### src/rtl/uart_baud_pkg.sv
// Shared types, OSR encodings and reset constants for the multi-channel UART baud generator.
package uart_baud_pkg;

  // Config fields are sized for the widest supported divisor; users take the low bits they need.
  localparam int unsigned DIV_W_MAX  = 32;
  localparam int unsigned FRAC_W_MAX = 16;

  localparam logic [3:0] OSR_SEL_16      = 4'd0;
  localparam logic [3:0] OSR_SEL_8       = 4'd1;
  localparam logic [3:0] OSR_SEL_4       = 4'd2;
  localparam logic [3:0] OSR_SEL_DEFAULT = 4'd3;

  typedef enum logic [0:0] {
    StIdle,
    StRun
  } chan_state_e;

  typedef struct packed {
    logic [DIV_W_MAX-1:0]  div_int;
    logic [FRAC_W_MAX-1:0] div_frac;
    logic [3:0]            osr_sel;
  } chan_cfg_t;

  localparam chan_cfg_t CFG_RESET = '{
    div_int:  DIV_W_MAX'(1),
    div_frac: '0,
    osr_sel:  OSR_SEL_DEFAULT
  };

  function automatic logic [7:0] osr_decode(logic [3:0] sel, int unsigned default_osr);
    logic [7:0] osr;
    case (sel)
      OSR_SEL_16:      osr = 8'd16;
      OSR_SEL_8:       osr = 8'd8;
      OSR_SEL_4:       osr = 8'd4;
      OSR_SEL_DEFAULT: osr = 8'(default_osr);
      default:         osr = 8'(sel) + 8'd1;
    endcase
    return osr;
  endfunction

endpackage

### src/rtl/uart_baud_chan.sv
// Single-channel baud engine: oversample counter, bit phase and active config.
// Fractional accumulation is built only when UART_BAUD_FRAC_EN is defined.
module uart_baud_chan
  import uart_baud_pkg::*;
#(
  parameter int unsigned DIV_W       = 16,
  parameter int unsigned FRAC_W      = 8,
  parameter int unsigned DEFAULT_OSR = 16
) (
  input  logic       clk,
  input  logic       rst,
  input  logic       enable,
  input  chan_cfg_t  shadow,
  input  logic       pending,
  output logic       apply,
  output logic       osr_tick,
  output logic       bit_tick,
  output logic [7:0] osr_value
);

  // Reload value for a divisor; zero is treated as one.
  function automatic logic [DIV_W-1:0] div_m1(logic [DIV_W-1:0] d);
    return (d == '0) ? '0 : d - DIV_W'(1);
  endfunction

  chan_state_e      state;
  logic [DIV_W-1:0] div_q, div_d;
  logic [DIV_W-1:0] cnt_q, cnt_d;
  logic [3:0]       sel_q, sel_d;
  logic [7:0]       phase_q, phase_d;
  logic [7:0]       osr_last;
  logic             osr_tick_q, osr_tick_d;
  logic             bit_tick_q, bit_tick_d;
  logic             reload;
  logic             carry;

  assign osr_value = osr_decode(sel_q, DEFAULT_OSR);
  assign osr_last  = osr_value - 8'd1;
  assign osr_tick  = osr_tick_q;
  assign bit_tick  = bit_tick_q;

`ifdef UART_BAUD_FRAC_EN
  logic [FRAC_W-1:0] frac_q, frac_d;
  logic [FRAC_W:0]   acc_q, acc_d;
  logic [FRAC_W:0]   acc_sum;

  // acc_q stays below 2^FRAC_W, so the sum cannot overflow FRAC_W+1 bits.
  always_comb begin
    acc_sum = acc_q + (FRAC_W + 1)'(frac_q);
    carry   = acc_sum[FRAC_W];
    frac_d  = apply ? FRAC_W'(shadow.div_frac) : frac_q;
    acc_d   = acc_q;
    if (state == StIdle || apply) begin
      acc_d = '0;
    end else if (reload) begin
      acc_d = {1'b0, acc_sum[FRAC_W-1:0]};
    end
  end

  always_ff @(posedge clk or posedge rst) begin
    if (rst) begin
      frac_q <= FRAC_W'(CFG_RESET.div_frac);
      acc_q  <= '0;
    end else begin
      frac_q <= frac_d;
      acc_q  <= acc_d;
    end
  end
`else
  logic unused_frac;
  assign unused_frac = ^shadow.div_frac;
  assign carry       = 1'b0;
`endif

  always_comb begin
    state      = enable ? StRun : StIdle;
    apply      = 1'b0;
    reload     = 1'b0;
    div_d      = div_q;
    sel_d      = sel_q;
    cnt_d      = cnt_q;
    phase_d    = phase_q;
    osr_tick_d = 1'b0;
    bit_tick_d = 1'b0;
    unique case (state)
      StIdle: begin
        apply = pending;
        if (pending) begin
          div_d = DIV_W'(shadow.div_int);
          sel_d = shadow.osr_sel;
        end
        cnt_d   = div_m1(div_d);
        phase_d = '0;
      end
      StRun: begin
        if (cnt_q == '0) begin
          reload     = 1'b1;
          osr_tick_d = 1'b1;
          if (phase_q == osr_last) begin
            bit_tick_d = 1'b1;
            phase_d    = '0;
            apply      = pending;
          end else begin
            phase_d = phase_q + 8'd1;
          end
          // A pending config takes over at the bit boundary with a clean accumulator.
          if (apply) begin
            div_d = DIV_W'(shadow.div_int);
            sel_d = shadow.osr_sel;
            cnt_d = div_m1(div_d);
          end else begin
            cnt_d = div_m1(div_q) + DIV_W'(carry);
          end
        end else begin
          cnt_d = cnt_q - DIV_W'(1);
        end
      end
      default: ;
    endcase
  end

  always_ff @(posedge clk or posedge rst) begin
    if (rst) begin
      div_q      <= DIV_W'(CFG_RESET.div_int);
      sel_q      <= CFG_RESET.osr_sel;
      cnt_q      <= div_m1(DIV_W'(CFG_RESET.div_int));
      phase_q    <= '0;
      osr_tick_q <= 1'b0;
      bit_tick_q <= 1'b0;
    end else begin
      div_q      <= div_d;
      sel_q      <= sel_d;
      cnt_q      <= cnt_d;
      phase_q    <= phase_d;
      osr_tick_q <= osr_tick_d;
      bit_tick_q <= bit_tick_d;
    end
  end

endmodule

### src/rtl/uart_baud_gen_mc.sv
// Multi-channel UART baud generator: config decode, shadow registers and pending flags.
// Define UART_BAUD_FRAC_EN to build fractional divisor accumulation.
module uart_baud_gen_mc
  import uart_baud_pkg::*;
#(
  parameter int unsigned NUM_CH      = 4,
  parameter int unsigned DIV_W       = 16,
  parameter int unsigned FRAC_W      = 8,
  parameter int unsigned DEFAULT_OSR = 16
) (
  input  logic                clk,
  input  logic                rst,
  input  logic [NUM_CH-1:0]   enable,
  input  logic                cfg_valid,
  output logic                cfg_ready,
  input  logic [2:0]          cfg_ch,
  input  logic [DIV_W-1:0]    cfg_div_int,
  input  logic [FRAC_W-1:0]   cfg_div_frac,
  input  logic [3:0]          cfg_osr_sel,
  output logic                cfg_err,
  output logic [NUM_CH-1:0]   cfg_pending,
  output logic [NUM_CH-1:0]   osr_tick,
  output logic [NUM_CH-1:0]   bit_tick,
  output logic [NUM_CH*8-1:0] osr_value
);

  chan_cfg_t         shadow_q [NUM_CH];
  chan_cfg_t         wr_cfg;
  logic [NUM_CH-1:0] pending_q, pending_d;
  logic [NUM_CH-1:0] apply;
  logic [7:0]        pend_ext;
  logic              ch_bad;
  logic              wr_en;
  logic              cfg_err_q;

  assign ch_bad = {1'b0, cfg_ch} >= 4'(NUM_CH);

  // Pad to the full 3-bit channel space so out-of-range channels read as not pending.
  always_comb begin
    pend_ext             = '0;
    pend_ext[NUM_CH-1:0] = pending_q;
  end

  assign cfg_ready   = ch_bad | ~pend_ext[cfg_ch];
  assign wr_en       = cfg_valid & cfg_ready & ~ch_bad;
  assign cfg_pending = pending_q;
  assign cfg_err     = cfg_err_q;

  assign wr_cfg = '{
    div_int:  DIV_W_MAX'(cfg_div_int),
    div_frac: FRAC_W_MAX'(cfg_div_frac),
    osr_sel:  cfg_osr_sel
  };

  always_comb begin
    pending_d = pending_q;
    for (int i = 0; i < NUM_CH; i++) begin
      if (apply[i]) begin
        pending_d[i] = 1'b0;
      end
      if (wr_en && cfg_ch == 3'(i)) begin
        pending_d[i] = 1'b1;
      end
    end
  end

  always_ff @(posedge clk or posedge rst) begin
    if (rst) begin
      for (int i = 0; i < NUM_CH; i++) begin
        shadow_q[i] <= CFG_RESET;
      end
      pending_q <= '0;
      cfg_err_q <= 1'b0;
    end else begin
      for (int i = 0; i < NUM_CH; i++) begin
        if (wr_en && cfg_ch == 3'(i)) begin
          shadow_q[i] <= wr_cfg;
        end
      end
      pending_q <= pending_d;
      cfg_err_q <= cfg_valid & ch_bad;
    end
  end

  for (genvar g = 0; g < NUM_CH; g++) begin : g_chan
    uart_baud_chan #(
      .DIV_W       (DIV_W),
      .FRAC_W      (FRAC_W),
      .DEFAULT_OSR (DEFAULT_OSR)
    ) u_chan (
      .clk       (clk),
      .rst       (rst),
      .enable    (enable[g]),
      .shadow    (shadow_q[g]),
      .pending   (pending_q[g]),
      .apply     (apply[g]),
      .osr_tick  (osr_tick[g]),
      .bit_tick  (bit_tick[g]),
      .osr_value (osr_value[g*8 +: 8])
    );
  end

endmodule

### config.mk
export PLATFORM = sky130hd
export DESIGN_NAME = uart_baud_gen_mc
export DESIGN_NICKNAME = d
export VERILOG_FILES = /design/src/rtl/uart_baud_pkg.sv /design/src/rtl/uart_baud_chan.sv /design/src/rtl/uart_baud_gen_mc.sv
export SDC_FILE = /design/constraint.sdc
export NUM_CORES = 1
export LEC_CHECK = 0
export ABC_CLOCK_PERIOD_IN_PS = 9850
export CORE_ASPECT_RATIO = 0.7
export CORE_MARGIN = 5
export CORE_UTILIZATION = 59
export CTS_CLUSTER_DIAMETER = 40
export DETAILED_ROUTE_END_ITERATION = 12
export DONT_BUFFER_PORTS = 1
export HOLD_SLACK_MARGIN = 0.08
export PLACE_DENSITY_LB_ADDON = 0.1
export SLEW_MARGIN = 5
export SYNTH_ARGS = -nofsm -noshare
export SYNTH_HDL_FRONTEND = slang
export SYNTH_SLANG_ARGS = --single-unit
### constraint.sdc
create_clock -name clk -period 9.85 [get_ports clk]
set_input_delay 1.97 -clock clk [delete_from_list [all_inputs] [get_ports clk]]
set_output_delay 1.97 -clock clk [all_outputs]
set_load 0.02 [all_outputs]
# [Word level (Yosys, flattened, before mapping)]
# Cells that the tools add are included.
[totals] ff_bits=269 inputBits=38 word_cells=279
[op_classes] add_sub_neg=28 order_cmp=2 eq_ne=31 n_mux=130 bitwise_logic=10 reduce_logical=41
[ops] operator="$mux W16" n=36
[ops] operator="$logic_not A16 Y1" n=16
[ops] operator="$pmux W16 S2" n=8
[ops] operator="$sub A16 B1 Y16 const B" n=16
[ops] operator="$pmux W8 S3" n=4
[ops] operator="$mux W8" n=8
[ops] operator="$pmux W8 S2" n=4
[ops] operator="$mux W1" n=49
[ops] operator="$mux W4" n=12
[ops] operator="$add A8 B1 Y8 const B" n=4
[ops] operator="$eq A4 B2 Y1 const B" n=8
[ops] operator="$eq A8 B8 Y1" n=4
[ops] operator="$pmux W4 S2" n=4
[ops] operator="$sub A8 B1 Y8 const B" n=4
[ops] operator="$ne A2 B2 Y1 const B" n=12
[ops] operator="$add A4 B1 Y5 const B" n=4
[ops] operator="$eq A4 B1 Y1 const B" n=4
[ops] operator="$logic_not A4 Y1" n=4
[ops] operator="$reduce_and A3 Y1" n=4
[ops] operator="$pmux W1 S2" n=4
[ops] operator="$reduce_and A2 Y1" n=4
[ops] operator="$reduce_bool A2 Y1" n=4
[ops] operator="$reduce_or A2 Y1" n=4
[ops] operator="$eq A3 B2 Y1 const B" n=2
[ops] operator="9 further kinds" n=19

# [Logic depth before layout (Yosys ltp)]
# Gate-level depths: netlist of run 1.
[logic_depth] ltp_word=12 ltp_mapped=15 ltp_nobuf=13

# [Modules after synthesis]
# Synthesis of run 1 repeated with hierarchy kept, for this count alone.
[unflattened] cells_unflattened=2156 hier_area_um2=21215.3
[by_module_without_submodules] mod="uart_baud_chan at g_chan[2].u_chan ..." n_inst=2 cells_per_inst=478 area_each_um2=4250.3 seq_area_each_um2=1154.9
[by_module_without_submodules] mod="uart_baud_chan at g_chan[0].u_chan ..." n_inst=2 cells_per_inst=469 area_each_um2=4129.0 seq_area_each_um2=1154.9
[by_module_without_submodules] mod="uart_baud_gen_mc" n_inst=1 cells_per_inst=262 area_each_um2=4456.8 seq_area_each_um2=2942.8

# [Worst setup path before layout of run 1]
# No wires, ideal clock.
[synth_timing] path_kind="input to output" start="input cfg_ch[1]" end="output cfg_ready" arrival_ps=2913 path_slack_ps=4967 stages=3 n_path_buf=1 path_cell_list="clkbuf_1 mux4_2 nand2b_1"
[synth_between] elab_chain_cells=4 word_cells_on_any_way=5
[synth_rtl] item="start, declared" line_no="uart_baud_gen_mc.sv:16" rtl="input logic [2:0] cfg_ch,"
[synth_rtl] item="$bmux W1 S3" line_no="uart_baud_gen_mc.sv:44" rtl="assign cfg_ready = ch_bad | ~pend_ext[cfg_ch];"
[synth_rtl] item="$mux W1 (not written as such)" line_no="uart_baud_gen_mc.sv:44"
[synth_rtl] item="$not A1 Y1" line_no="uart_baud_gen_mc.sv:44"
[synth_rtl] item="$or A1 B1 Y1 (*)" line_no="uart_baud_gen_mc.sv:44"
[synth_rtl] item="end, declared" line_no="uart_baud_gen_mc.sv:15" rtl="output logic cfg_ready,"
# Mark *: on every way between the ends. The rest lies on a longest branch, timed or not. The select of a mux whose other input is x is not followed.

# [Worst setup path after layout of run 1]
# Same ends and word-level chain as after synthesis.

==> flow_metrics.env, run 1 <==
export IMPL_buffer_ports_inserted=0
export IMPL_post_route_worst_setup_slack_ns=5.152
export IMPL_synth_edff_count=0
export IMPL_power_share_sequential_pct=35.0
export IMPL_tritoncts="built"
export IMPL_period_share_pct=47.69
export IMPL_synth_compound_area_share_pct=12.73
export IMPL_reg2reg_slack_ns=5.40
export IMPL_via_count_of_the_first_global_routing_pass=14220
export IMPL_fin_hold_ws_ns=0.5048
export IMPL_combinationalPowerShare_pct=40.8
export IMPL_holdBufCountCts=0
export IMPL_most_common_layout_cells="sky130_fd_sc_hd__dfrtp_1, sky130_fd_sc_hd__nor2_1, sky130_fd_sc_hd__nand2_1"
export IMPL_synth_top_cells_by_area="sky130_fd_sc_hd__dfrtp_1, sky130_fd_sc_hd__mux2_2, sky130_fd_sc_hd__xnor2_1"
export IMPL_initialDrtViolationCount=1467
export IMPL_timing_max_slew_rel_slack_pct=17.49
export IMPL_synthSimpleGateAreaFrac_pct=18.78
export IMPL_drc=0
export IMPL_net_switching_power_mw=2.465
export IMPL_overflow=0
export IMPL_run_status="completed"
export IMPL_drtAntennaViolNets=0
export IMPL_critical_path_required_ns=7.88
export IMPL_cp_buffers_inverters=0
export IMPL_yosys_area_share_adder_pct=2.904
export IMPL_syn_mean_instance_area_um2=9.412
export IMPL_synth_yosys_seq_area_share_pct=35.67
export IMPL_min_period_ns=4.698
export IMPL_vias_per_cell=6.336
export IMPL_nNetsFinal=2005
export IMPL_place_gp_congestion=0.9174
export IMPL_crit_family="multiplexers"
export IMPL_timing_max_cap_violations=0
export IMPL_wire_per_inst_um=20.33
export IMPL_layout_cells_most_common="sky130_fd_sc_hd__dfrtp_1"
export IMPL_critical_path_cell_count=2
export IMPL_synth_top_family_by_area="simple AND/OR/NAND/NOR gates"
export IMPL_grt_busiest_layer="met1"
export IMPL_critical_path_endpoint="cfg_ready"
export IMPL_share_of_the_synthesized_area_in_the_top_cell_type_pct=32.34
export IMPL_netlist_instances=2014
export IMPL_cts_root_buf="sky130_fd_sc_hd__clkbuf_16"
export IMPL_count_of_pins_over_their_slew_limit=0
export IMPL_insertion_delay_ns=0.55
export IMPL_critical_path_cell_chain="mux4_2 > nand2b_1"
export IMPL_worst_slew_pin_transition_ns=1.236
export IMPL_power_density_relative_to_cell_area_mw_per_mm2=294.1
export IMPL_total_leakage_power_nw=8.400
export IMPL_cp_max_fo=6
export IMPL_globalRouteMet3Util_pct=5.175
export IMPL_row_count=54
export IMPL_ctsHtreeMaxLevel=2
export IMPL_postSynthRegisterBits=269
export IMPL_clock_tree_buffer_depth=3
export IMPL_synth_mux_area_fraction_pct=14.77
export IMPL_die_area_mm2=0.03587
export IMPL_routed_via_count=15040
export IMPL_post_cts_resized_instances=0
export IMPL_clkPwrFrac_pct=24.3
export IMPL_ys_warnings_count=0
export IMPL_timing_critical_path_slowest_stage_cell="sky130_fd_sc_hd__mux4_2"
export IMPL_width_of_the_chip_um=224.2
export IMPL_final_layout_size_suffix_gt1_share_pct=15.77
export IMPL_syn_area_mm2=0.01896
export IMPL_cts_buffers=38
export IMPL_core_area_mm2=0.03142
export IMPL_grt_start_max_net_pins=161
export IMPL_worstRegToRegCells=9
export IMPL_crit_path_end_kind="output port"
export IMPL_finish_utilization_pct=64.43
export IMPL_post_dp_hpwl_um=34570
export IMPL_met1_usage_pct=42.20
export IMPL_xor_xnor_fraction_of_synth_area_pct=9.749
export IMPL_dominantRegCellSynth="sky130_fd_sc_hd__dfrtp_1"
export IMPL_setup_viol=0
export IMPL_critPathLaunchType="input pin"
export IMPL_cell_count_after_placement=2303
export IMPL_worst_path_largest_cell_delay_ns=0.53
export IMPL_floorplan_die_height_um=160.0
export IMPL_critPathKind="in2out"
export IMPL_swShare_pct=41.40
export IMPL_finish_cell_count_without_fillers=2373
export IMPL_max_vdd_ir_drop_mv=0.2040
export IMPL_final_hold_viol_count=0
export IMPL_first_pass_grt_wire_length_um=78430
export IMPL_timing_hold_worst_class="reg2reg"
export IMPL_antenna_violations_before_repair=2
export IMPL_insertedDiodeCount=0
export IMPL_fin_skew_ns=0.02981
export IMPL_post_cts_setup_buffers=0
export IMPL_grt_met2_usage_pct=36.98
export IMPL_async_flop_share_pct=100.0
export IMPL_ios=84
export IMPL_tns_ns=0
export IMPL_grt_util_all_layers_pct=26.48
export IMPL_drt_pass1_iterations=7
export IMPL_finalWirelength_um=48250
export IMPL_critical_path_arrival_ns=2.73
export IMPL_floorplan_initialDensity_pct=60.33
export IMPL_synthDistinctLibCells=97
export IMPL_unrepaired_setup_endpoints_after_global_routing="no"
export IMPL_rr_endpoint="g_chan[0].u_chan.cnt_q[12]"
export IMPL_areaGrowthSynthToFinish_pct=6.792
export IMPL_r2r_start="g_chan[0].u_chan.sel_q[0]"
export IMPL_dp_slack_ns=5.071
export IMPL_clkSlewWorstSetupHoldPaths_ns=0.05
export IMPL_clock_fmax_mhz=212.9
export IMPL_yosysTopAreaCell="sky130_fd_sc_hd__dfrtp_1"
export IMPL_clock_sinks=269
export IMPL_critical_path_startpoint="cfg_ch[1]"
export IMPL_p_int_mw=3.489
-- sequential cells by signal, summed over array words and instances (netlist names) --
name                    cells
shadow_q                   80
g_chan.u_chan.cnt_q        64
g_chan.u_chan.div_q        64
g_chan.u_chan.phase_q      32
g_chan.u_chan.sel_q        16
cfg_pending                 4
g_chan.u_chan.bit_tick      4
g_chan.u_chan.osr_tick      4
cfg_err                     1
-- cell usage after synthesis (7+ instances only) --
master                       n
sky130_fd_sc_hd__o31a_1      9
sky130_fd_sc_hd__a211o_1    10
sky130_fd_sc_hd__and2_1      9
sky130_fd_sc_hd__a22oi_1    48
sky130_fd_sc_hd__o211ai_1    9
sky130_fd_sc_hd__nor4_1     23
sky130_fd_sc_hd__buf_2      35
sky130_fd_sc_hd__o22ai_1     9
sky130_fd_sc_hd__nand4_1     8
sky130_fd_sc_hd__ha_1       44
sky130_fd_sc_hd__nand2_1   130
sky130_fd_sc_hd__nor3b_1    17
sky130_fd_sc_hd__nor2b_1    19
sky130_fd_sc_hd__nand2b_1   20
sky130_fd_sc_hd__o21ai_0    55
sky130_fd_sc_hd__a21o_1      7
sky130_fd_sc_hd__xor2_1     98
sky130_fd_sc_hd__a21oi_1    40
sky130_fd_sc_hd__o31ai_1    24
sky130_fd_sc_hd__nor3_1    107
sky130_fd_sc_hd__xnor2_1   113
sky130_fd_sc_hd__mux2_2    119
sky130_fd_sc_hd__or4_1      12
sky130_fd_sc_hd__buf_1      11
sky130_fd_sc_hd__o311ai_0   32
sky130_fd_sc_hd__o311ai_1    9
sky130_fd_sc_hd__a211oi_1   17
sky130_fd_sc_hd__clkbuf_1   75
sky130_fd_sc_hd__buf_4      30
sky130_fd_sc_hd__inv_1      62
sky130_fd_sc_hd__mux2i_1    85
sky130_fd_sc_hd__and3_1     19
sky130_fd_sc_hd__nor2_1    147
sky130_fd_sc_hd__dfstp_2    24
sky130_fd_sc_hd__nand3b_1   11
sky130_fd_sc_hd__nand3_1    87
sky130_fd_sc_hd__or3_1      36
sky130_fd_sc_hd__a31oi_1     9
sky130_fd_sc_hd__dfrtp_1   245
sky130_fd_sc_hd__mux2_4     36
-- through the flow --
step / area (µm²) / power, mW
after global placement: 18890 / 4.380
after detailed placement: 18890 / 4.462
final: 20240 / 5.953
after CTS: 20240 / 5.941
after floorplan: 19000 / 3.926
after global routing: 20240 / 6.346
-- how the worst min path moves through the flow --
| stage | slack (ns) | cells after the start | from | endpoint |
|---|---|---|---|---|
| 2_1_floorplan | 0.47 | 1 | shadow_q[2] | g_chan[3].u_chan.sel_q[2] |
| 3_3_place_gp | 0.49 | 1 | shadow_q[55] | g_chan[2].u_chan.sel_q[3] |
| 3_5_place_dp | 0.49 | 1 | shadow_q[55] | shadow_q[55] |
| 4_1_cts | 0.50 | 1 | shadow_q[55] | shadow_q[55] |
| 5_1_grt | 0.52 | 1 | shadow_q[55] | shadow_q[55] |
| 6_report | 0.50 | 1 | shadow_q[55] | shadow_q[55] |
-- routing by layer --
| metal | part of all wire [%] | wire length (µm) |
|---|---|---|
| met5 | 0 | 0 |
| met4 | 2.1 | 1008 |
| met3 | 6.5 | 3125 |
| met2 | 42 | 20050 |
| met1 | 50 | 24070 |
-- kinds of logic (layout without fill, tap and decap cells) --
| group | count (synthesis) | after routing |
|---|---|---|
| compound gates | 334 | 334 |
| xor+xnor | 211 | 211 |
| fa+ha+maj | 44 | 44 |
| buf+inv | 220 | 148 |
| flops | 269 | 269 |
| mux | 245 | 245 |
| other cells | 1 | 12 |
| simple gates | 690 | 690 |
-- power by group through the flow --
stage / clock [mW] / combinational, mW / sequential, mW
6_report: 1.45 / 2.43 / 2.08
4_1_cts: 1.47 / 2.41 / 2.06
3_3_place_gp: 0 / 2.33 / 2.05
3_5_place_dp: 0 / 2.39 / 2.07
2_1_floorplan: 0 / 2.14 / 1.78
5_1_grt: 1.53 / 2.67 / 2.14
-- final cells by class --
cell class / count / area, µm²
Timing Repair Buffer: 14 / 117.6
Clock inverter: 25 / 294.0
Inverter: 64 / 249.0
Tap cell: 420 / 525.5
Clock buffer: 45 / 1061
Sequential cell: 269 / 6765
Multi-Input combinational cell: 1536 / 11230
Fill cell: 2599 / 11170
No activity file was read; power rests on OpenSTA's default activity.
==> inputs of run 2 (changes only) <==
ABC_CLOCK_PERIOD_IN_PS = 4600   (was 9850)
CORE_UTILIZATION = 60   (was 59)
clock period = 4.6 ns   (was 9.85 ns; I/O delays follow)
==> flow_metrics.env, run 2 (synthesis gave the netlist of run 1 again) <==
export IMPL_reg_largest_list="shadow_q (80), g_chan.u_chan.cnt_q (64), g_chan.u_chan.div_q (64)"
export IMPL_fin_hold_ws_ns=0.4188
export IMPL_timing_critical_path_slowest_stage_cell="sky130_fd_sc_hd__a21o_1"
export IMPL_reg2reg_slack_ns=0.56
export IMPL_nNetsFinal=2027
export IMPL_cts_root_buf="sky130_fd_sc_hd__clkbuf_16"
export IMPL_floorplan_die_height_um=158.7
export IMPL_grt_start_max_net_pins=89
export IMPL_power_density_relative_to_cell_area_mw_per_mm2=620.3
export IMPL_unrepaired_setup_endpoints_after_global_routing="no"
export IMPL_routed_via_count=15130
export IMPL_worst_path_largest_cell_delay_ns=0.79
export IMPL_fin_skew_ns=0.03002
export IMPL_cts_buffers=41
export IMPL_floorplan_initialDensity_pct=60.86
export IMPL_largest_register_ff_count=80
export IMPL_ctsHtreeMaxLevel=2
export IMPL_post_dp_hpwl_um=34500
export IMPL_critical_path_required_ns=5.03
export IMPL_areaGrowthSynthToFinish_pct=7.742
export IMPL_via_count_of_the_first_global_routing_pass=14450
export IMPL_worst_slew_pin_transition_ns=1.149
export IMPL_final_hold_viol_count=0
export IMPL_period_share_pct=87.76
export IMPL_buffer_ports_inserted=0
export IMPL_place_gp_congestion=0.9185
export IMPL_timing_max_cap_violations=0
export IMPL_layout_cells_most_common="sky130_fd_sc_hd__dfrtp_1"
export IMPL_clock_fmax_mhz=247.7
export IMPL_post_layout_total_power_mw=12.67
export IMPL_top_register_by_number_of_flip_flops="shadow_q"
export IMPL_core_area_mm2=0.03115
export IMPL_timing_hold_worst_class="in2async"
export IMPL_count_of_pins_over_their_slew_limit=0
export IMPL_tritoncts="built"
export IMPL_width_of_the_chip_um=222.4
export IMPL_grt_util_all_layers_pct=27.04
export IMPL_cp_max_fo=20
export IMPL_drt_pass1_iterations=5
export IMPL_clkSlewWorstSetupHoldPaths_ns=0.06
export IMPL_vias_per_cell=6.299
export IMPL_total_leakage_power_nw=8.489
export IMPL_critical_path_cell_chain="inv_1 > ha_1 > or4_4 > a21oi_2 > inv_1 > ha_1 > xnor2_1 > xnor2_1 > o2bb2ai_1 > o21a_1 > nand3_1 > a21o_1 > mux2_2"
export IMPL_critical_path_arrival_ns=4.46
export IMPL_finalWirelength_um=48690
export IMPL_most_common_layout_cells="sky130_fd_sc_hd__dfrtp_1, sky130_fd_sc_hd__nor2_1, sky130_fd_sc_hd__nand2_1"
export IMPL_first_pass_grt_wire_length_um=79270
export IMPL_critPathLaunchType="register"
export IMPL_final_layout_size_suffix_gt1_share_pct=16.74
export IMPL_post_cts_setup_buffers=0
export IMPL_drtAntennaViolNets=0
export IMPL_row_count=54
export IMPL_die_area_mm2=0.03530
export IMPL_wire_per_inst_um=20.27
export IMPL_placed_area_mm2=0.01904
export IMPL_overflow=0
export IMPL_critPathKind="reg2reg"
export IMPL_layout_cell_area_non_filler_mm2=0.02042
export IMPL_run_status="completed"
export IMPL_initialDrtViolationCount=1482
export IMPL_crit_path_end_kind="register"
export IMPL_insertion_delay_ns=0.55
export IMPL_ios=84
export IMPL_drc=0
export IMPL_holdBufCountCts=0
export IMPL_tns_ns=0
export IMPL_setup_viol=0
export IMPL_timing_max_slew_rel_slack_pct=22.94
export IMPL_max_vdd_ir_drop_mv=0.3526
export IMPL_min_period_ns=4.037
export IMPL_clock_sinks=269
export IMPL_antenna_violations_before_repair=7
export IMPL_post_cts_resized_instances=0
export IMPL_clock_tree_buffer_depth=3
==> run 2: report_power, final <==
part	leakage, nW	switching (mW)	internal [mW]	total (mW)
registers	3.34	1.25	3.19	4.44
clock network	0.664	1.24	1.86	3.09
logic	4.49	2.70	2.44	5.13
==> run 2: through the flow <==
step,instances,setup WS [ns],util (%)
finish,2402,0.5631,65.57
CTS,2397,0.5589,65.53
floorplan,2025,0.1461,-
global route,2400,0.3500,65.55
detailed placement,2322,0.5718,61.14
global placement,2322,0.6443,61.14
==> run 2: cell type report <==
class / count / area (µm²)
Sequential cell: 269 / 6765
Fill cell: 2535 / 10720
Antenna cell: 5 / 12.51
Tap cell: 420 / 525.5
Clock buffer: 50 / 1132
Timing Repair Buffer: 33 / 272.8
Multi-Input combinational cell: 1536 / 11230
Inverter: 64 / 245.2
Clock inverter: 25 / 236.5
==> run 2: per-layer routing <==
| metal | up-vias | share of wire, % | GRT usage [%] |
|---|---|---|---|
| met4 | 10 | 2.4 | 7.459 |
| met1 | 7405 | 48 | 40.60 |
| met3 | 87 | 7.2 | 6.220 |
| met2 | 517 | 43 | 39.43 |
| li1 | 7112 | - | - |
| met5 | - | 0.12 | 0 |
==> run 2: worst max-delay path: cells and delay by family, from the launching register on <==
family | cells | cell delay (ns)
AO/OA/AOI/OAI | 4 | 1.28
XOR/XNOR | 2 | 0.37
adder cells (fa/ha/maj) | 2 | 0.45
buffers and inverters | 2 | 0.14
flip-flops | 1 | 0.57
multiplexers | 1 | 0.42
AND/OR/NAND/NOR | 2 | 0.67
==> run 2: final timing paths <==
kind | start | endpoint | depth (start not counted)
min in group clk | cfg_ch[1] | cfg_pending[1] | 1
max in group asynchronous | rst | g_chan[1].u_chan.cnt_q[12] | 2
hold reg to reg | shadow_q[159] | g_chan[0].u_chan.sel_q[3] | 1
setup reg to reg | g_chan[3].u_chan.sel_q[0] | g_chan[3].u_chan.div_q[7] | 13
setup / recovery | g_chan[3].u_chan.sel_q[0] | g_chan[3].u_chan.div_q[7] | 13
hold / removal | rst | shadow_q[177] | 1
